<file path="config.mk">
export PLATFORM = sky130hd
export DESIGN_NAME = fifo
export DESIGN_NICKNAME = d
export VERILOG_FILES = /design/src/rtl/fifo.sv
export SDC_FILE = /design/constraint.sdc
export NUM_CORES = 1
export LEC_CHECK = 0
export CORE_UTILIZATION = 35
export CTS_BUF_LIST = sky130_fd_sc_hd__clkbuf_2 sky130_fd_sc_hd__clkbuf_4 sky130_fd_sc_hd__clkbuf_8
export DETAILED_ROUTE_END_ITERATION = 7
export PLACE_DENSITY_LB_ADDON = 0.05
export SYNTH_ARGS = -nofsm -noshare
export SYNTH_HDL_FRONTEND = slang
export SYNTH_SLANG_ARGS = --single-unit
export TNS_END_PERCENT = 20
</file>
<file path="constraint.sdc">
create_clock -name clk -period 3.5 [get_ports clk]
set_input_delay 1.05 -clock clk [delete_from_list [all_inputs] [get_ports clk]]
set_output_delay 1.05 -clock clk [all_outputs]
set_load 0.05 [all_outputs]
</file>
<file path="src/rtl/fifo.sv">
`default_nettype none
// ============================================================================
//  Module      : fifo
//  Description : Single-clock synchronous FIFO with registered read data and
//                count-derived full/empty flags.
//  Revision    : 1.0 - initial release
// ============================================================================
module fifo #(
  parameter int DEPTH      = 8,
  parameter int DATA_WIDTH = 8
) (
  input  logic                  clk,
  input  logic                  rst,
  input  logic                  wr_en,
  input  logic                  rd_en,
  input  logic [DATA_WIDTH-1:0] data_in,
  output logic [DATA_WIDTH-1:0] data_out,
  output logic                  full,
  output logic                  empty
);

  localparam int               c_ADDR_W   = $clog2(DEPTH);
  localparam logic [c_ADDR_W:0] c_FULL_CNT = (c_ADDR_W + 1)'(DEPTH);

  logic [DATA_WIDTH-1:0] r_mem [DEPTH];
  logic [c_ADDR_W-1:0]   r_wr_ptr;
  logic [c_ADDR_W-1:0]   r_rd_ptr;
  logic [c_ADDR_W:0]     r_count;
  logic                  w_rd_acc;
  logic                  w_wr_acc;

  assign full  = (r_count == c_FULL_CNT);
  assign empty = (r_count == '0);

  // A read in the same cycle frees a slot, so a write is accepted even when full.
  assign w_rd_acc = rd_en & ~empty;
  assign w_wr_acc = wr_en & (~full | w_rd_acc);

  always_ff @(posedge clk) begin
    if (w_wr_acc) begin
      r_mem[r_wr_ptr] <= data_in;
    end
  end

  always_ff @(posedge clk or negedge rst) begin
    if (!rst) begin
      r_wr_ptr <= '0;
      r_rd_ptr <= '0;
      r_count  <= '0;
      data_out <= '0;
    end else begin
      if (w_wr_acc) begin
        r_wr_ptr <= r_wr_ptr + c_ADDR_W'(1);
      end
      if (w_rd_acc) begin
        r_rd_ptr <= r_rd_ptr + c_ADDR_W'(1);
        data_out <= r_mem[r_rd_ptr];
      end
      case ({w_wr_acc, w_rd_acc})
        2'b10:   r_count <= r_count + (c_ADDR_W + 1)'(1);
        2'b01:   r_count <= r_count - (c_ADDR_W + 1)'(1);
        default: r_count <= r_count;
      endcase
    end
  end

endmodule
`default_nettype wire

</file>
## Word level (Yosys, flattened, before mapping)

Memory sizes are Yosys's and may differ from the RTL's. A register that Yosys moved wholly into a read port is not among the register bits.
Index checks and enable logic that the tools add are counted.
Widths: inputs -> output; s select.

| operators by class | value |
|---|---|
| mux-type cells | 3 |
| reductions and logical operators | 3 |
| add/subtract/negate cells | 4 |
| equality and inequality tests | 3 |
| bitwise logic cells | 5 |

Operators by type and width:

| operator | number |
|---|---|
| $pmux 4 s2 | 1 |
| $add 3x1->3 const B | 2 |
| $add 4x1->4 const B | 1 |
| $eq 4x4->1 const B | 1 |
| $logic_not 4->1 | 1 |
| $sub 4x1->4 const B | 1 |
| $and 1x1->1 | 2 |
| $eq 2x1->1 const B | 1 |
| $eq 2x2->1 const B | 1 |
| $mux 1 | 2 |
| $not 1->1 | 2 |
| $reduce_bool 2->1 | 1 |
| $logic_not 1->1 | 1 |
| $or 1x1->1 | 1 |

| word-level totals | value |
|---|---|
| bits in writable memories | 64 |
| bits of input ports | 12 |
| register bits | 10 |
| output and inout bits | 10 |
| memories kept | 1 |
| logic and storage cells | 22 |

Memory list:

| memory | depth | bits a word | rd ports | clocked after Yosys merged registers in | write ports | RTL line | source |
|---|---|---|---|---|---|---|---|
| r_mem | 8 | 8 | 1 | 1 | 1 | 25 | `logic [DATA_WIDTH-1:0] r_mem [DEPTH];` |

## Longest topological paths before layout

| logic depth | value |
|---|---|
| depth after elaboration | 7 |
| gate-level depth with buffers | 8 |
| depth with buffers taken out | 8 |

## Least setup slack after synthesis

OpenSTA, ideal clock, no wires.

| timing path | value |
|---|---|
| kind | reg2out |
| start | reg r_count[1] |
| end | out empty |
| arrival time | 1,470 ps |
| cell stages (with the launch flop) | 3 |
| path buffers | 0 |
| setup slack | 980 ps |
| required time | 2,450 ps |
| path through | dfrtp_1 > or3_4 > nor2_1 |

| between the ends | value |
|---|---|
| longest elaborated chain between the ends | 1 |

Ends and longest elaborated chain:

| item | RTL line | source |
|---|---|---|
| start, declared | 28 | `logic [c_ADDR_W:0] r_count;` |
| start signal, assigned | 60 | `2'b10: r_count <= r_count + (c_ADDR_W + 1)'(1);` |
| start signal, assigned | 61 | `2'b01: r_count <= r_count - (c_ADDR_W + 1)'(1);` |
| start signal, assigned | 62 | `default: r_count <= r_count;` |
| $logic_not 4->1 | 33 | `assign empty = (r_count == '0);` |
| end, declared | 19 | `output logic empty` |

Every way passes these cells.

## Final worst setup path

| timing path | value |
|---|---|
| start | reg r_count[1] |
| end | out full |

| between the ends | value |
|---|---|
| longest elaborated chain between the ends | 1 |

Ends and longest elaborated chain:

| item | RTL line | source |
|---|---|---|
| $eq 4x4->1 | 32 | `assign full = (r_count == c_FULL_CNT);` |
| end, declared | 18 | `output logic full,` |

Every way passes these cells.

==> impl_results.md <==
- Status: complete, no violations
- Gates resized, CTS repair: 0
- Count leader, synth: edfxtp_1
- CTS sink count: 82
- Initial antenna violation count: 0
- Period utilization: 0.941
- Total Nets Final: 261
- Die area: 10100 um2
- Met3 Resource Use GR: 0.0362
- DR DRC count: 0
- Aggregate routed wire length: 6.54 mm
- Mapped Nets: 227
- Post-synth EDFFs: 64
- Met2 usage: 0.234
- TritonCTS clock tree: done
- Final Setup Violations: 0
- Yosys reg bits: 82
- Share of the synthesized area in the top cell type: 0.567
- Diode count: 0
- Root buffer cell: clkbuf_8
- Skew-Pair Late Insertion Delay: 0.35 ns
- Yosys Warn Count: 0
- Internal Power: 2.13 mW
- Gr usage total: 0.146
- Mapped Cells: 210
- CTS H-tree lvls: 3
- RSZ-0062 raised after global routing: no
- Top post-synthesis cells by count: edfxtp_1, dfrtp_1, mux2i_1
- Vias in the first global route: 1900
- Skew final: 0.0112 ns
- Final Max Tran Viols: 0
- Die H: 100 um
- Post-route ant nets: 0
- Reg power frac: 0.443
- Crit. End Element: output pin
- RD Place Congestion: 0.825
- Syn Area/Cell: 16.2 um2
- Hold-critical path depth: 2
- Pleak: 1.45 nW
- Ys async rst share: 0.220
- Row cnt: 35
- First-pass GRT wire length: 10.5 mm
- Max VDD drop: 0.313 mV
- Cell area after synthesis: 3390 um2
- Share of layout cells above drive strength 1: 0.190
- Area contributors post-synth: edfxtp_1, dfrtp_1, mux2i_1, mux2_2, a221o_1
- Clock Path Buffers: 2
- Worst Path Max Fanout: 5
- Ports: 22
- Die Wd: 100 um
- CP arrival: 2.24 ns
- Most used DFF post-synth: edfxtp_1
- Cell accounting for the most synthesized area: edfxtp_1
- Largest net degree at the start of global routing: 24
- Switching Power: 1.18 mW
- Final HPWL DP: 4.47 mm
- Number of DRC markers in iteration 0: 69
- Via/cell ratio: 4.70
- Setup tns final: 0 ns
- Fill cells: 846
- Total CTS buffers: 9
- Drt first pass iters: 5
- Crit start category: register
- Buffer count from post-CTS setup fixing: 0
- Crit path time final: 3.29 ns
- Hold Vio Cnt, Final: 0
- Core ar.: 9330 um2
- Slew @ Worst Pin: 1.11 ns
- Area overhead of the layout relative to synthesis: 17.3%
- Achievable Freq: 304 MHz
- Starting density of the core: 0.364
- Hold-fix buffers, CTS: 0
- GRT Max-Usage Layer: met2
- Reg clk slew, reported paths: 0.07 ns
- Worst Path Required: 2.45 ns
- Post-DR wirelength/cell: 17.4 um
- Distinct cells, synth: 37
- Port Buffers: 21
- Rel. slew slack: 0.261
- GRT overflow: 0
- Post-route setup slack: 0.205 ns
- Via count: 1771
- CP Class: register to output pin
- Worst Hold Class: register to register
- Worst r2r path cells: 8
- PD cells: 833 nW/um2
- Combinational Power Share: 0.359
- Place WS: 0.198 ns
- Register area share after synthesis: 0.699
- Max-Cap Viols: 0
- Met1 GRT Util: 0.189
- Clk pwr share: 0.197
- Sw frac: 0.356
-- per-layer routing --
| layer | routed length (um) | part of all wire |
|---|---|---|
| met5 | 0 | 0 |
| met4 | 96 | 0.015 |
| met3 | 142 | 0.022 |
| met2 | 3140 | 0.48 |
| met1 | 3160 | 0.48 |
-- power groups by stage --
stage | sequential [mW] | clock [mW] | combinational [mW]
2_1_floorplan | 1.56 | 0 | 0.768
3_3_place_gp | 1.47 | 0 | 1.18
3_5_place_dp | 1.49 | 0 | 1.20
4_1_cts | 1.47 | 0.675 | 1.21
5_1_grt | 1.51 | 0.719 | 1.30
6_report | 1.47 | 0.654 | 1.19
-- kinds of logic (layout without fill, tap and decap cells) --
kind of cell	after synthesis	in the layout	share of synthesized area
XOR/XNOR	8	8	0.0207
AO/OA/AOI/OAI	31	31	0.0712
adder cells (fa/ha/maj)	5	5	0.0207
buffers and inverters	14	52	0.0236
multiplexers	36	36	0.114
flip-flops	82	82	0.699
AND/OR/NAND/NOR	34	34	0.0505
-- layout by cell type, fill, tap and decap left out, types with 2 or more instances in the layout --
cell | netlist | final
nand2_1 | 16 | 16
xor2_1 | 3 | 3
clkinv_4 | 0 | 2
clkdlybuf4s50_1 | 0 | 21
mux2_2 | 16 | 16
nor3b_1 | 2 | 2
o21ai_1 | 8 | 8
edfxtp_1 | 64 | 64
buf_4 | 3 | 11
o22ai_1 | 8 | 8
nor3_1 | 3 | 3
inv_1 | 5 | 5
dfrtp_1 | 18 | 18
nor2_1 | 6 | 6
mux2i_1 | 18 | 18
xnor2_1 | 5 | 5
ha_1 | 4 | 4
a221o_1 | 8 | 8
clkbuf_8 | 0 | 9
-- final cells by class --
class                           count  area, um2  area share
Clock buffer                       10        131      0.0330
Multi-Input combinational cell    114        947       0.238
Clock inverter                      5       56.3      0.0141
Timing Repair Buffer               32        293      0.0736
Sequential cell                    82       2370       0.596
Tap cell                          129        161      0.0406
Inverter                            5       18.8     0.00472
-- path summary, 6_finish.rpt --
path                                    end         from  slack, ns
worst max-delay path                   full   r_count[1]       0.21
worst min-delay path            data_out[6]  data_out[6]       0.48
worst max register to register   r_count[3]   r_count[1]       1.27
worst min register to register  data_out[6]  data_out[6]       0.48
max in group asynchronous       r_rd_ptr[0]          rst       1.81
min in group asynchronous       r_wr_ptr[0]          rst       1.17
-- state kept, by name, indices dropped and copies added, names as in the netlist --
signal,cells
r_mem,64
data_out,8
r_count,4
r_rd_ptr,3
r_wr_ptr,3
-- metrics by stage --
stage               cells  power [mW]   util  hold slack (ns)  area (um2)
finish                377        3.32  0.427            0.484        3980
global route          377        3.53  0.427            0.510        3980
CTS                   377        3.36  0.427            0.491        3980
detailed placement    362        2.70  0.407            0.475        3790
global placement      362        2.65  0.407            0.471        3790
floorplan             210        2.32      -            0.503        3390
-- critical path, cell delays in order (launching register included) --
cell	delay (ns)
dfrtp_1	0.44
or4b_4	0.60
inv_1	0.07
clkdlybuf4s50_1	0.80
Power figures use the tool's default switching activity.
